**src/rtl/pi1_arbiter.sv**
```systemverilog
// pi1_arbiter: shares one pi1 slave among MASTERCOUNT pi1 masters, one transaction in flight at a time.
// Latency: request accepted at T, slave request at T+1, response visible in IDLE at T+3 if the slave never stalls.
// Backpressure: s_rdy_i low holds REQ/RESP indefinitely; losing masters see m_rdy_o=0 and hold their op.
// Option macro PI1ARB_RR_EN: round-robin after the last owner; undefined selects fixed lowest-index priority.
module pi1_arbiter #(
  parameter int MASTERCOUNT = 2,
  parameter int ARCHBITSZ   = 32,
  localparam int SELBITSZ   = ARCHBITSZ / 8,
  localparam int ADDRBITSZ  = ARCHBITSZ - $clog2(SELBITSZ),
  localparam int IDXW       = $clog2(MASTERCOUNT)
) (
  input  logic                            clk_i,
  input  logic                            rst_i,
  input  logic [MASTERCOUNT*2-1:0]         m_op_i,
  input  logic [MASTERCOUNT*ADDRBITSZ-1:0] m_addr_i,
  input  logic [MASTERCOUNT*ARCHBITSZ-1:0] m_data_i,
  input  logic [MASTERCOUNT*SELBITSZ-1:0]  m_sel_i,
  output logic [ARCHBITSZ-1:0]             m_data_o,
  output logic [MASTERCOUNT-1:0]           m_rdy_o,
  output logic [1:0]                       s_op_o,
  output logic [ADDRBITSZ-1:0]             s_addr_o,
  output logic [ARCHBITSZ-1:0]             s_data_o,
  output logic [SELBITSZ-1:0]              s_sel_o,
  input  logic [ARCHBITSZ-1:0]             s_data_i,
  input  logic                             s_rdy_i
);

  localparam logic [1:0] OP_NOOP = 2'b00;

  typedef enum logic [1:0] {ST_IDLE, ST_REQ, ST_RESP} state_t;

  state_t                 state_q;
  logic [IDXW-1:0]        owner_q;
  logic [1:0]             s_op_q;
  logic [ADDRBITSZ-1:0]   s_addr_q;
  logic [ARCHBITSZ-1:0]   s_data_q;
  logic [SELBITSZ-1:0]    s_sel_q;
  logic [ARCHBITSZ-1:0]   m_data_q;

  logic [MASTERCOUNT-1:0] req;
  logic                   req_any;
  logic [IDXW-1:0]        win;

  // Flag every master presenting a non-NOOP op
  always_comb begin
    req = '0;
    for (int k = 0; k < MASTERCOUNT; k++) begin
      req[k] = (m_op_i[2*k +: 2] != OP_NOOP);
    end
  end

  assign req_any = |req;

  // Select the winner among the current requesters
  always_comb begin
    win = '0;
`ifdef PI1ARB_RR_EN
    // Scan farthest-first so the nearest requester after the last owner ends up winning.
    for (int i = MASTERCOUNT; i >= 1; i--) begin
      if (req[(int'(owner_q) + i) % MASTERCOUNT]) begin
        win = IDXW'((int'(owner_q) + i) % MASTERCOUNT);
      end
    end
`else
    for (int i = MASTERCOUNT - 1; i >= 0; i--) begin
      if (req[i]) begin
        win = IDXW'(i);
      end
    end
`endif
  end

`ifndef PI1ARB_RR_EN
  // The owner is still recorded under fixed priority but nothing reads it.
  logic unused_owner;
  assign unused_owner = ^owner_q;
`endif

  // Ready: only in IDLE, to everyone when nobody asks, else to the winner alone
  always_comb begin
    m_rdy_o = '0;
    if (state_q == ST_IDLE) begin
      if (!req_any) begin
        m_rdy_o = '1;
      end else begin
        m_rdy_o[win] = 1'b1;
      end
    end
  end

  // Transaction FSM: latch the winner's request, present it, then capture the response
  always_ff @(posedge clk_i or negedge rst_i) begin
    if (!rst_i) begin
      state_q  <= ST_IDLE;
      owner_q  <= IDXW'(MASTERCOUNT - 1);
      s_op_q   <= OP_NOOP;
      s_addr_q <= '0;
      s_data_q <= '0;
      s_sel_q  <= '0;
      m_data_q <= '0;
    end else begin
      case (state_q)
        ST_IDLE: begin
          if (req_any) begin
            s_op_q   <= m_op_i[int'(win)*2 +: 2];
            s_addr_q <= m_addr_i[int'(win)*ADDRBITSZ +: ADDRBITSZ];
            s_data_q <= m_data_i[int'(win)*ARCHBITSZ +: ARCHBITSZ];
            s_sel_q  <= m_sel_i[int'(win)*SELBITSZ +: SELBITSZ];
            owner_q  <= win;
            state_q  <= ST_REQ;
          end
        end
        ST_REQ: begin
          if (s_rdy_i) begin
            s_op_q  <= OP_NOOP;
            state_q <= ST_RESP;
          end
        end
        ST_RESP: begin
          if (s_rdy_i) begin
            m_data_q <= s_data_i;
            state_q  <= ST_IDLE;
          end
        end
        default: begin
          state_q <= ST_IDLE;
          s_op_q  <= OP_NOOP;
        end
      endcase
    end
  end

  assign s_op_o   = s_op_q;
  assign s_addr_o = s_addr_q;
  assign s_data_o = s_data_q;
  assign s_sel_o  = s_sel_q;
  assign m_data_o = m_data_q;

endmodule

```
**config.mk**
```make
export PLATFORM = sky130hd
export DESIGN_NAME = pi1_arbiter
export DESIGN_NICKNAME = d
export VERILOG_FILES = /design/src/rtl/pi1_arbiter.sv
export SDC_FILE = /design/constraint.sdc
export NUM_CORES = 1
export LEC_CHECK = 0
export BUFFER_PORTS_ARGS = -buffer_cell sky130_fd_sc_hd__buf_4
export CORE_MARGIN = 5
export CORE_UTILIZATION = 46
export DETAILED_ROUTE_END_ITERATION = 10
export GPL_ROUTABILITY_DRIVEN = 0
export PLACE_DENSITY_LB_ADDON = 0.12
export SYNTH_ARGS = -nofsm -noshare
export SYNTH_HDL_FRONTEND = slang
export SYNTH_SLANG_ARGS = --single-unit
```
**constraint.sdc**
```tcl
create_clock -name clk_i -period 4.4 [get_ports clk_i]
set_input_delay 0.88 -clock clk_i [delete_from_list [all_inputs] [get_ports clk_i]]
set_output_delay 0.88 -clock clk_i [all_outputs]
set_load 0.005 [all_outputs]
```
==> results.toml <==
[outcome]
outcome = "finished clean"

[yosys]
yosysMostFrequentCell = "inv_1"
yosys.area.top_type = "dfrtp_1"
synth_top_cell_area_share_pct = 54.4
syn_inst = 455
synth.avg_cell_area_um2 = 10.3
ys.flop_type = "dfrtp_1"
synthTopCellsByArea = "dfrtp_1, inv_1, a221oi_1"
syn_nets = 626
yosysSeqAreaShare_pct = 54.4
synth.top_cells.by_count = "inv_1, dfrtp_1, nor3_1, a221oi_1, mux2_2"
yosys_warnings = 0
synth_area_um2 = 4690
synth_edf_count = 0
synth.distinct_cells = 21
synth-async-reset-ratio_pct = 100
ys_ff_latch = 102

[timing]
final-setup-viol-count = 0
finalSetupTns_ns = 0
max_slew_margin_pct = 31.1
fin_crit_sh_pct = 58.2
final_hold_viol_count = 0
fin_crit_ns = 2.56
worst_pin_slew_ns = 1.03
max_freq_mhz = 390
drv_slew = 0
rsz0062_at_grt = "no"
fin_skew_ns = 0.0114
fin_ws_ns = 1.84

[drt]
drc = 0
dr.pass1.iters = 4
routed.top_layer = "met4"
wl_per_cell_um = 17.4
wl_met3_mm = 1.10
met2_length_mm = 7.38
m1WireLength_mm = 5.91
num_vias = 4318
vias_per_cell = 5.09
first_iter_violations = 187
postRouteAntennaNets = 0
drt_wl_total_mm = 14.8

[grt]
track_usage_pct = 23.4
first_global_vias = 4584
grt_max_degree = 84
grt_first_pass_wirelength_mm = 23.5
antenna_found_initial = 0
grt_overflow = 0

[setup_path]
cp-start-kind = "register"
cp_max_fo = 29
reg2reg_slack_ns = 1.87
cp-end-kind = "primary output"
worstSetupPathType = "register to primary output"
critPathRequiredTime_ns = 3.52
worstPathArrival_ns = 1.68

[clock_network]
cts_tree = "yes"
numCtsBuffers = 9
clk_latency_ns = 0.35
cts_sinks = 102
post_cts.repair.setup_buffers = 0
htree_levels = 3
postCtsHoldBufs = 0
cts_buffer_depth = 2
root_buffer = "clkbuf_8"
clkTransAtPathRegs_ns = 0.09
cts_resized = 0

[pwr]
power_mw = 4.44
p_sw_share_pct = 33.8
combPwrFrac_pct = 45.9
switchingPower_mw = 1.50
power_frac_seq_pct = 37.7
p_clk_share_pct = 16.4
intPower_mw = 2.94
ir_drop_v = 0.000494
power_density_nw_per_um2 = 631
leakage_nw = 3.81

[placement]
pre_cts_ws_ns = 1.58
port-buffer-count = 272
hpwl_mm = 10.9

[floorplan]
start_util_pct = 47.5
fp.dieW_um = 111
coreArea_um2 = 9860
die_area_um2 = 12300
io_pins = 273
die_h_um = 111
rows = 36

[job]
maxCapViolations = 0

[cells_and_area]
diodes = 0
layout-drive-gt1-share_pct = 47.4
fin_util_pct = 71.4
fin_nets = 882
syn_to_final_growth_pct = 50.2

[hold_path]
min_path_type = "register to register"
## final cells by class
cell class	instances	area [um^2]
clock buffer	12	165
multi-input combinational	186	1480
fill	751	2820
inverter	134	503
sequential	102	2550
tap	133	166
timing repair buffer	278	2090
clock inverter	3	90.1
## layout by cell type, fill, tap and decap left out, drive strengths merged, types with 3 or more instances in the layout
cell    netlist  layout
nand2         4       4
buf          20     278
inv         134     134
dfrtp       102     102
nor2          4       4
clkbuf       13      12
nor3         68      68
bufinv        0       3
a221oi       66      66
mux2         32      32
## sequential cells by signal (all words and copies together), names as in the netlist
signal	count
state_q	2
s_addr_o	30
s_sel_o	4
s_data_o	32
m_data_o	32
s_op_o	2
## power by group through the flow
| stage | sequential (mW) | clock, mW | combinational [mW] |
|---|---|---|---|
| finish | 1.67 | 0.730 | 2.04 |
| global route | 1.73 | 0.776 | 2.24 |
| CTS | 1.67 | 0.740 | 2.07 |
| detailed placement | 1.68 | 0 | 2.07 |
| global placement | 1.67 | 0 | 2.02 |
| floorplan | 1.69 | 0 | 0.979 |
## final timing paths
path                                               start                  endpoint  cells after the start
worst max-delay path              state_q[0]$_DFFE_PN0P_                m_rdy_o[1]                      3
worst min-delay path            m_data_o[11]$_DFFE_PN0P_  m_data_o[11]$_DFFE_PN0P_                      1
worst max register to register    state_q[1]$_DFFE_PN0P_   s_addr_o[6]$_DFFE_PN0P_                      4
worst min register to register  m_data_o[11]$_DFFE_PN0P_  m_data_o[11]$_DFFE_PN0P_                      1
max in group asynchronous                          rst_i   s_addr_o[8]$_DFFE_PN0P_                      2
min in group asynchronous                          rst_i  m_data_o[13]$_DFFE_PN0P_                      1
## worst max-delay path, cell delays in order (launching register included)
cell	delay [ns]
dfrtp_1	0.42
or2_2	0.55
nor3_1	0.22
buf_4	0.14
## stage by stage
stage	instances	hold slack, ns	area [um^2]
3_3_place_gp	833	0.489	6790
2_1_floorplan	455	0.498	4690
3_5_place_dp	833	0.497	6790
5_1_grt	848	0.530	7040
4_1_cts	848	0.518	7040
6_report	848	0.516	7040
## routing by layer
metal / track usage [%] / up-vias
li1: - / 2035
met1: 29.0 / 2053
met2: 40.5 / 203
met3: 5.02 / 27
met4: 8.29 / 0
met5: 0 / -
## cells by family (layout without fill, tap and decap cells)
family                 count (synthesis)  count (layout)  share of synthesized area (%)
buffers and inverters                167             427                           14.4
DFF                                  102             102                           54.4
and+or+nand+nor                       81              81                           8.75
AOI/OAI and AO/OA                     71              71                           14.3
muxes                                 34              34                           8.11
Power figures use the tool's default switching activity.
